**config.mk**
```make
export PLATFORM = sky130hd
export DESIGN_NAME = decimal_keypad_bcd_encoder_flat
export DESIGN_NICKNAME = d
export VERILOG_FILES = /design/src/rtl/decimal_keypad_bcd_encoder_if.sv /design/src/rtl/decimal_keypad_bcd_encoder.sv /design/src/flat_wrapper.sv
export SDC_FILE = /design/constraint.sdc
export NUM_CORES = 1
export LEC_CHECK = 0
export ABC_CLOCK_PERIOD_IN_PS = 6090
export CORE_MARGIN = 2
export CORE_UTILIZATION = 46
export DETAILED_ROUTE_END_ITERATION = 8
export PLACE_DENSITY = 0.86
export SLEW_MARGIN = 10
export SYNTH_ARGS = -nofsm -noshare
export SYNTH_HDL_FRONTEND = slang
export SYNTH_SLANG_ARGS = --single-unit
```
**constraint.sdc**
```tcl
create_clock -name clk -period 6.09 [get_ports clk]
set_input_delay 1.5225 -clock clk [delete_from_list [all_inputs] [get_ports clk]]
set_output_delay 1.5225 -clock clk [all_outputs]
set_load 0.01 [all_outputs]
```
**src/rtl/decimal_keypad_bcd_encoder_if.sv**
```systemverilog
// ---------------------------------------------------------------------------
// decimal_keypad_bcd_encoder_if
// Bundles the keypad-side inputs and the BCD entry outputs of the
// decimal_keypad_bcd_encoder.
//   Decimal_In       10 key lines, bit k high = key k pressed
//   Clear            synchronous clear of the entry register and digit count
//   BCD_Digit        last accepted digit (0..9)
//   Digit_Valid      one-cycle strobe on each accepted digit
//   BCD_Value        packed BCD entry, newest digit in [3:0]
//   Digit_Count      number of digits entered, saturating at NUM_DIGITS
//   Multi_Key_Error  one-cycle strobe when several keys are pressed at once
//   Key_Held         high while a debounced release is awaited
// master: the keypad/consumer side. slave: the encoder.
// ---------------------------------------------------------------------------
interface decimal_keypad_bcd_encoder_if #(
  parameter int NUM_DIGITS = 4
);
  localparam int DC_W  = $clog2(NUM_DIGITS + 1);
  localparam int VAL_W = 4 * NUM_DIGITS;

  logic [9:0]       Decimal_In;
  logic             Clear;
  logic [3:0]       BCD_Digit;
  logic             Digit_Valid;
  logic [VAL_W-1:0] BCD_Value;
  logic [DC_W-1:0]  Digit_Count;
  logic             Multi_Key_Error;
  logic             Key_Held;

  modport master (
    output Decimal_In, Clear,
    input  BCD_Digit, Digit_Valid, BCD_Value, Digit_Count, Multi_Key_Error, Key_Held
  );

  modport slave (
    input  Decimal_In, Clear,
    output BCD_Digit, Digit_Valid, BCD_Value, Digit_Count, Multi_Key_Error, Key_Held
  );
endinterface

```
**src/rtl/decimal_keypad_bcd_encoder.sv**
```systemverilog
// ---------------------------------------------------------------------------
// decimal_keypad_bcd_encoder
// Encodes debounced single-key presses from a ten-line decimal keypad into
// BCD digits and shifts each accepted digit into a packed-BCD entry register.
// A press must be stable for DEBOUNCE_CYCLES samples to be accepted, and the
// keypad must then read all-zero for DEBOUNCE_CYCLES samples before the next
// press is looked at. Multiple simultaneous keys raise a one-cycle error.
// Ports:
//   clk  rising-edge clock
//   rst  synchronous active-high reset, highest priority
//   bus  slave side of decimal_keypad_bcd_encoder_if (keys, Clear, outputs)
// All outputs are registered.
// ---------------------------------------------------------------------------
module decimal_keypad_bcd_encoder #(
  parameter int DEBOUNCE_CYCLES = 4,
  parameter int NUM_DIGITS      = 4
) (
  input logic clk,
  input logic rst,
  decimal_keypad_bcd_encoder_if.slave bus
);

  localparam int CNT_W = $clog2(DEBOUNCE_CYCLES + 1);
  localparam int DC_W  = $clog2(NUM_DIGITS + 1);
  localparam int VAL_W = 4 * NUM_DIGITS;

  localparam logic [CNT_W-1:0] DEB_LAST  = CNT_W'(DEBOUNCE_CYCLES);
  localparam logic [DC_W-1:0]  DIGIT_MAX = DC_W'(NUM_DIGITS);

  typedef enum logic [1:0] {
    IDLE     = 2'd0,
    DEBOUNCE = 2'd1,
    RELEASE  = 2'd2
  } state_t;

  typedef enum logic [1:0] {
    CLS_NONE  = 2'd0,
    CLS_ONE   = 2'd1,
    CLS_MULTI = 2'd2
  } key_class_t;

  state_t           state_r, state_next_s;
  logic [CNT_W-1:0] cnt_r, cnt_next_s, cnt_inc_s;
  logic [3:0]       key_r, key_next_s;

  key_class_t       key_class_s;
  logic [3:0]       ones_s;
  logic [3:0]       key_idx_s;
  logic             accept_s;
  logic             multi_s;

  logic [3:0]       digit_r;
  logic             digit_valid_r;
  logic [VAL_W-1:0] value_r, value_next_s, value_shift_s;
  logic [DC_W-1:0]  count_r, count_next_s;
  logic             multi_err_r;
  logic             key_held_r;

  // Classify the key lines (none/one/multi) and encode the pressed key index.
  always_comb begin
    ones_s    = 4'd0;
    key_idx_s = 4'd0;
    for (int k = 0; k < 10; k++) begin
      ones_s = ones_s + {3'b000, bus.Decimal_In[k]};
      if (bus.Decimal_In[k]) begin
        key_idx_s = 4'(k);
      end else begin
        key_idx_s = key_idx_s;
      end
    end
    if (ones_s == 4'd0) begin
      key_class_s = CLS_NONE;
    end else if (ones_s == 4'd1) begin
      key_class_s = CLS_ONE;
    end else begin
      key_class_s = CLS_MULTI;
    end
  end

  // FSM state, debounce counter and captured-key registers.
  always_ff @(posedge clk) begin
    if (rst) begin
      state_r <= IDLE;
      cnt_r   <= '0;
      key_r   <= 4'd0;
    end else begin
      state_r <= state_next_s;
      cnt_r   <= cnt_next_s;
      key_r   <= key_next_s;
    end
  end

  // Next-state logic: debounce the press, then debounce the release.
  // The same counter tracks stable-press samples in DEBOUNCE and
  // consecutive all-zero samples in RELEASE.
  always_comb begin
    state_next_s = state_r;
    cnt_next_s   = cnt_r;
    key_next_s   = key_r;
    accept_s     = 1'b0;
    multi_s      = 1'b0;
    cnt_inc_s    = cnt_r + CNT_W'(1);
    case (state_r)
      IDLE: begin
        case (key_class_s)
          CLS_NONE: begin
            state_next_s = IDLE;
          end
          CLS_ONE: begin
            key_next_s = key_idx_s;
            if (DEBOUNCE_CYCLES == 1) begin
              accept_s     = 1'b1;
              cnt_next_s   = '0;
              state_next_s = RELEASE;
            end else begin
              cnt_next_s   = CNT_W'(1);
              state_next_s = DEBOUNCE;
            end
          end
          CLS_MULTI: begin
            multi_s      = 1'b1;
            cnt_next_s   = '0;
            state_next_s = RELEASE;
          end
          default: begin
            state_next_s = IDLE;
          end
        endcase
      end
      DEBOUNCE: begin
        if (key_class_s == CLS_MULTI) begin
          multi_s      = 1'b1;
          cnt_next_s   = '0;
          state_next_s = RELEASE;
        end else if ((key_class_s == CLS_ONE) && (key_idx_s == key_r)) begin
          if (cnt_inc_s == DEB_LAST) begin
            accept_s     = 1'b1;
            cnt_next_s   = '0;
            state_next_s = RELEASE;
          end else begin
            cnt_next_s   = cnt_inc_s;
          end
        end else begin
          // Bounce or a different key: start over, the new key is not captured here.
          cnt_next_s   = '0;
          state_next_s = IDLE;
        end
      end
      RELEASE: begin
        if (key_class_s == CLS_NONE) begin
          if (cnt_inc_s == DEB_LAST) begin
            cnt_next_s   = '0;
            state_next_s = IDLE;
          end else begin
            cnt_next_s   = cnt_inc_s;
          end
        end else begin
          cnt_next_s = '0;
        end
      end
      default: begin
        cnt_next_s   = '0;
        state_next_s = IDLE;
      end
    endcase
  end

  // Entry register update: shift on accept, Clear only empties it when no
  // digit is being accepted on the same edge.
  always_comb begin
    value_shift_s = value_r << 4;
    value_next_s  = value_r;
    count_next_s  = count_r;
    if (accept_s) begin
      if (bus.Clear) begin
        value_next_s = VAL_W'(key_idx_s);
        count_next_s = DC_W'(1);
      end else begin
        value_next_s = value_shift_s | VAL_W'(key_idx_s);
        if (count_r == DIGIT_MAX) begin
          count_next_s = count_r;
        end else begin
          count_next_s = count_r + DC_W'(1);
        end
      end
    end else if (bus.Clear) begin
      value_next_s = '0;
      count_next_s = '0;
    end else begin
      value_next_s = value_r;
      count_next_s = count_r;
    end
  end

  // Registered outputs.
  always_ff @(posedge clk) begin
    if (rst) begin
      digit_r       <= 4'd0;
      digit_valid_r <= 1'b0;
      value_r       <= '0;
      count_r       <= '0;
      multi_err_r   <= 1'b0;
      key_held_r    <= 1'b0;
    end else begin
      digit_valid_r <= accept_s;
      multi_err_r   <= multi_s;
      key_held_r    <= (state_next_s == RELEASE);
      value_r       <= value_next_s;
      count_r       <= count_next_s;
      if (accept_s) begin
        digit_r <= key_idx_s;
      end
    end
  end

  assign bus.BCD_Digit       = digit_r;
  assign bus.Digit_Valid     = digit_valid_r;
  assign bus.BCD_Value       = value_r;
  assign bus.Digit_Count     = count_r;
  assign bus.Multi_Key_Error = multi_err_r;
  assign bus.Key_Held        = key_held_r;

endmodule

```
**src/flat_wrapper.sv**
```systemverilog
// flat-port wrapper written by rule: the top's interface ports become plain ports
module decimal_keypad_bcd_encoder_flat 
#(
  parameter int DEBOUNCE_CYCLES = 4,
  parameter int NUM_DIGITS      = 4
)
  (clk, rst, bus_Decimal_In, bus_Clear, bus_BCD_Digit, bus_Digit_Valid, bus_BCD_Value, bus_Digit_Count, bus_Multi_Key_Error, bus_Key_Held);
  decimal_keypad_bcd_encoder_if #(.NUM_DIGITS(NUM_DIGITS)) bus_i ();
  input logic clk;
  input logic rst;
  input wire logic [$bits(bus_i.Decimal_In)-1:0] bus_Decimal_In;
  input wire logic [$bits(bus_i.Clear)-1:0] bus_Clear;
  output wire logic [$bits(bus_i.BCD_Digit)-1:0] bus_BCD_Digit;
  output wire logic [$bits(bus_i.Digit_Valid)-1:0] bus_Digit_Valid;
  output wire logic [$bits(bus_i.BCD_Value)-1:0] bus_BCD_Value;
  output wire logic [$bits(bus_i.Digit_Count)-1:0] bus_Digit_Count;
  output wire logic [$bits(bus_i.Multi_Key_Error)-1:0] bus_Multi_Key_Error;
  output wire logic [$bits(bus_i.Key_Held)-1:0] bus_Key_Held;
  assign bus_i.Decimal_In = bus_Decimal_In;
  assign bus_i.Clear = bus_Clear;
  assign bus_BCD_Digit = bus_i.BCD_Digit;
  assign bus_Digit_Valid = bus_i.Digit_Valid;
  assign bus_BCD_Value = bus_i.BCD_Value;
  assign bus_Digit_Count = bus_i.Digit_Count;
  assign bus_Multi_Key_Error = bus_i.Multi_Key_Error;
  assign bus_Key_Held = bus_i.Key_Held;
  decimal_keypad_bcd_encoder #(.DEBOUNCE_CYCLES(DEBOUNCE_CYCLES), .NUM_DIGITS(NUM_DIGITS)) u_core (.clk(clk), .rst(rst), .bus(bus_i));
endmodule
```
==> impl_metrics.ini, run 1 <==
[routing]
routed_via_density = 5.29
drt_first_iter_violations = 133
drt_first_pass_iters = 4
routed_wl_mm = 3.96
drc_errors = 0
vias = 1603
wl_per_cell_um = 13.1
ant_nets = 0

[global_route]
grtUsageTotal_pct = 17.7
globalRouteOverflowTotal = 0
antenna_found_initial = 0
grt_pass1_wl_mm = 6.27
grt_pass1_vias = 1421
grt_max_degree = 30

[floorplan]
start_util_pct = 47.9
die_width_um = 68.8
pin_count = 39
die_h_um = 68.8
dieArea_um2 = 4730
num_rows = 23
core-area_um2 = 4030

[timing]
setup_slack_ns = 0.127
fin_skew_ns = 0.00382
relSlewSlack_pct = 35.8
finalHoldViolCount = 0
tightest_slew_ns = 0.960
fin_crit_ns = 5.96
fmax_mhz = 168
slew_violations = 0
whs_ns = 0.477
fin_crit_sh_pct = 97.9
setup_viol = 0
setup_tns_ns = 0

[cells_and_area]
nets = 281
final_cell_mix = clkdlybuf4s50_1, dfxtp_1, nor2_1, mux2i_1, inv_1
final_util_pct = 61.8
final_common_cell = clkdlybuf4s50_1
multi_input_area_um2 = 1120
final_cell_area_um2 = 2490
drive_gt1_share_pct = 9.49
regArea_um2 = 701
diodes = 0
stdcell_count = 303
fillers = 335
area_growth_pct = 29.0

[yosys]
syn_inst = 211
syn_area_um2 = 1930
syn_nets = 239
syn_area_per_cell_um2 = 9.15
yosys_warnings = 0
synth_seq_cells = 35
synth_seq_area_share_pct = 36.3
synthArstFlopShare_pct = 0
yosysUniqueCellTypes = 45
synth_ff_type = dfxtp_1
synth-edff-count = 0

[worst_setup_path]
r2r_setup_slack_ns = 3.73
path_class = in -> reg
critical_path_arrival_ns = 6.14
critPathLaunchType = input port
r2r_cells = 9
cp.required_ns = 6.26
cp_max_fo = 14
r2r-start = u_core.cnt_r[0]
cp-end-kind = flip-flop
worstReg2RegEnd = u_core.bus.BCD_Value[8]

[pwr]
power-per-cell-area_nw_per_um2 = 234
ir_drop_mv = 0.133
leakagePower_nw = 0.942
power_mw = 0.582

[clock_tree]
tritoncts = done
cts_root_buffer = clkbuf_8
clock_sinks = 35
clockBufferDepth = 2
cts.reportedPaths.clkPinSlew_ns = 0.07
insertion_delay_ns = 0.29
h-tree-depth = 2
numCtsBuffers = 5
cts_hold_buf = 0

[placement]
placed_area_um2 = 2370
post-place-cells = 294
pre_cts_slack_ns = -0.206
gp_congestion = 0.836
portBuffers = 38
dp_hpwl_mm = 2.91

[worst_hold_path]
whs_path_depth = 2
worstHoldStart = u_core.bus.BCD_Digit[3]
hold_path.class = reg -> reg
holdPathEnd = u_core.bus.BCD_Digit[3]

[flow_run]
cap_violations = 0

[run_status]
status = finished clean
==> final cells by class <==
class                      count  share of cell area, %
multi-input combinational    150                   45.0
sequential                    35                   28.1
timing repair buffer          44                   18.3
clock buffer                   6                   3.32
inverter                      17                   2.56
tap                           50                   2.51
clock inverter                 1                  0.201
==> timing repair <==
item	CTS	global route
gates resized for setup	0	1
setup endpoints to repair	0	16
buffers inserted	0	1
==> registers in the layout, summed over array words and instances (netlist names) <==
| signal | cells |
|---|---|
| u_core.bus.Digit_Valid | 1 |
| u_core.key_r | 4 |
| u_core.state_r | 2 |
| u_core.bus.BCD_Value | 16 |
| u_core.bus.BCD_Digit | 4 |
| u_core.bus.Key_Held | 1 |
| u_core.bus.Digit_Count | 3 |
| u_core.bus.Multi_Key_Error | 1 |
| u_core.cnt_r | 3 |
==> critical path, stage by stage <==
cell and delay, ns:
clkdlybuf4s50_1 0.43, ha_1 0.28, inv_1 0.04, fa_1 0.45
fa_1 0.51, fa_1 0.43, fa_2 0.36, fa_1 0.50
and4bb_1 0.24, a31oi_2 0.06, or3_4 0.40, a2111oi_4 0.28
buf_4 0.20, buf_12 0.15, mux2i_1 0.22, nor2_1 0.06
==> cells in the mapped netlist (2+ instances only) <==
library cell  count  area (um2)
or2_1             2        12.5
mux2i_1          18         180
ha_1              9         113
nor2b_1           4        25.0
nor2_1           30         113
nor3_1            4        20.0
o22ai_1           2        12.5
inv_1            17        63.8
nor3b_1           3        22.5
o21ai_0           5        25.0
or3b_2            2        17.5
a211oi_1          4        30.0
nand2b_1          8        50.1
clkbuf_1          5        18.8
buf_1             2        7.51
nand3b_1          2        15.0
nor4_1            2        12.5
or2_2             2        12.5
a31oi_1           2        12.5
a21oi_1          10        50.1
nand2_1          10        37.5
fa_1              6         120
nand3_1           5        25.0
dfxtp_1          35         701
buf_6             2        22.5
==> kinds of logic after synthesis <==
family | after synthesis | synth area share [%]
simple gates | 80 | 22.0
compound gates | 36 | 14.1
flops | 35 | 36.3
buf+inv | 26 | 5.83
mux | 18 | 9.33
fa+ha+maj | 15 | 12.1
xor+xnor | 1 | 0.454
==> how the worst max path moves through the flow <==
stage,start,slack (ns),cells past startpoint,endpoint
after detailed placement,bus_Decimal_In[1],-0.21,15,u_core.bus.Digit_Count[1]
after global placement,bus_Decimal_In[1],-0.1,15,u_core.bus.Digit_Count[1]
final,bus_Decimal_In[1],0.13,16,u_core.bus.BCD_Value[8]
after floorplan,bus_Decimal_In[0],0.23,14,u_core.bus.Digit_Count[1]
after CTS,bus_Decimal_In[1],0.10,15,u_core.bus.Digit_Count[1]
after global routing,bus_Decimal_In[1],-0.03,16,u_core.bus.BCD_Value[8]
==> routing by layer <==
layer	wire length [um]	vias up	GRT usage, %	share of wire (%)
li1	-	813	-	-
met1	1830	762	22.7	46
met2	1940	23	28.0	49
met3	137	5	4.87	3.5
met4	53	0	7.11	1.3
met5	0	-	0	0
==> power breakdown <==
part,internal [mW],leakage (nW),switching (mW)
clock,0.0886,0.0470,0.0795
sequential,0.239,0.283,0.0125
combinational,0.0754,0.612,0.0866
total,0.403,0.942,0.179
Power figures use the tool's default switching activity.
==> run 2: changes to the inputs <==
- CORE_UTILIZATION: 46 -> 56
- DONT_BUFFER_PORTS: unset -> 1
- PLACE_DENSITY: 0.86 -> 0.84
==> impl_metrics.ini, run 2 (synthesis results as in run 1) <==
[pwr]
p_int_mw = 0.386
clkPwrFrac_pct = 29.9
pwr-share-comb_pct = 24.2
ir_drop_mv = 0.128
leakagePower_nw = 0.779
swShare_pct = 30.2
p_switching_mw = 0.167
power-per-cell-area_nw_per_um2 = 270
seq_power_share_pct = 45.9

[global_route]
grt_pass1_wl_mm = 6.29
grt_pass1_vias = 1404
antenna_found_initial = 0
globalRouteOverflowTotal = 0
grtUsageTotal_pct = 19.9
grt_max_degree = 30

[routing]
drt_first_pass_iters = 4
routed_via_density = 5.59
routed_wl_mm = 3.48
drc_errors = 0
vias = 1441
wl_per_cell_um = 13.5
ant_nets = 0
drt_first_iter_violations = 48

[timing]
fin_crit_ns = 5.47
slew_violations = 0
fin_crit_sh_pct = 89.9
rsz0062_at_grt = no
finalHoldViolCount = 0
tightest_slew_ns = 0.460
fmax_mhz = 183
relSlewSlack_pct = 69.3
fin_skew_ns = 0.0133
setup_tns_ns = 0
setup_viol = 0
whs_ns = 0.523
setup_slack_ns = 0.618

[floorplan]
dieArea_um2 = 3930
pin_count = 39
die_width_um = 62.7
die_h_um = 62.7
core-area_um2 = 3310
num_rows = 21
start_util_pct = 58.3

[cells_and_area]
diodes = 0
largest_reg_flops = 16
final_cell_mix = dfxtp_1, nor2_1, mux2i_1, inv_1
area_growth_pct = 6.09
nets = 239
drive_gt1_share_pct = 9.43
final_util_pct = 61.9
fillers = 296
final_cell_area_um2 = 2050
final_common_cell = dfxtp_1

[clock_tree]
clockBufferDepth = 2
insertion_delay_ns = 0.34
numCtsBuffers = 5
cts_root_buffer = clkbuf_4
clock_sinks = 35
cts_hold_buf = 0
cts.reportedPaths.clkPinSlew_ns = 0.11
tritoncts = done
h-tree-depth = 2
postCtsResizedCells = 0
postCtsSetupBuffers = 0

[placement]
gp_congestion = 0.755
portBuffers = 0
dp_hpwl_mm = 2.67
placed_area_um2 = 1970
pre_cts_slack_ns = 0.241

[worst_setup_path]
cp_max_fo = 28
cp-end-kind = flip-flop
critical_path_arrival_ns = 5.72
cp.required_ns = 6.34
path_class = in -> reg
critPathLaunchType = input port

[run_status]
status = finished clean

[worst_hold_path]
hold_path.class = reg -> reg

[flow_run]
cap_violations = 0
-- run 2: through the flow --
| stage | std cells | power (mW) |
|---|---|---|
| 6_report | 258 | 0.554 |
| 5_1_grt | 258 | 0.591 |
| 4_1_cts | 258 | 0.558 |
| 3_5_place_dp | 250 | 0.395 |
| 3_3_place_gp | 250 | 0.386 |
| 2_1_floorplan | 211 | 0.365 |
-- run 2: area by class of cell --
type	instances	area [um2]	share of cell area, %
Tap cell	46	57.6	2.81
Sequential cell	35	701	34.2
Multi-Input combinational cell	150	1120	54.6
Clock buffer	5	37.5	1.83
Timing Repair Buffer	2	27.5	1.34
Clock inverter	3	43.8	2.14
Inverter	17	63.8	3.12
-- run 2: final timing paths --
check / endpoint / start / cells after the start / slack, ns
setup reg to reg: u_core.bus.Digit_Count[1] / u_core.cnt_r[0] / 8 / 3.73
hold reg to reg: u_core.bus.BCD_Digit[3] / u_core.bus.BCD_Digit[3] / 2 / 0.52
hold / removal: u_core.bus.BCD_Digit[3] / u_core.bus.BCD_Digit[3] / 2 / 0.52
setup / recovery: u_core.bus.Digit_Count[1] / bus_Decimal_In[0] / 14 / 0.62
-- run 2: worst max-delay path, stage by stage --
cell and delay [ns]:
ha_1 0.27, inv_1 0.07, fa_1 0.42, fa_1 0.51, fa_1 0.43, fa_1 0.42
fa_1 0.51, and4bb_1 0.22, a31oi_2 0.05, or3_4 0.40, a2111oi_4 0.38, buf_12 0.23
a211oi_1 0.09, a41o_1 0.20
-- run 2: power by group through the flow --
| stage | registers (mW) | logic (mW) | clock network (mW) |
|---|---|---|---|
| 3_3_place_gp | 0.259 | 0.127 | 0 |
| 6_report | 0.254 | 0.134 | 0.165 |
| 5_1_grt | 0.256 | 0.155 | 0.180 |
| 4_1_cts | 0.254 | 0.136 | 0.168 |
| 2_1_floorplan | 0.253 | 0.113 | 0 |
| 3_5_place_dp | 0.259 | 0.136 | 0 |
-- run 2: layer usage --
metal	vias to the layer above	wire, um	GRT usage, %
li1	731	-	-
met1	660	1520	24.8
met2	45	1690	32.4
met3	5	217	6.67
met4	0	45	6.39
met5	-	0	0
==> run 3: changes to the inputs <==
- TNS_END_PERCENT: unset -> 50
==> results of run 3 <==
Final layout, timing and power as in run 2 (identical DEF).
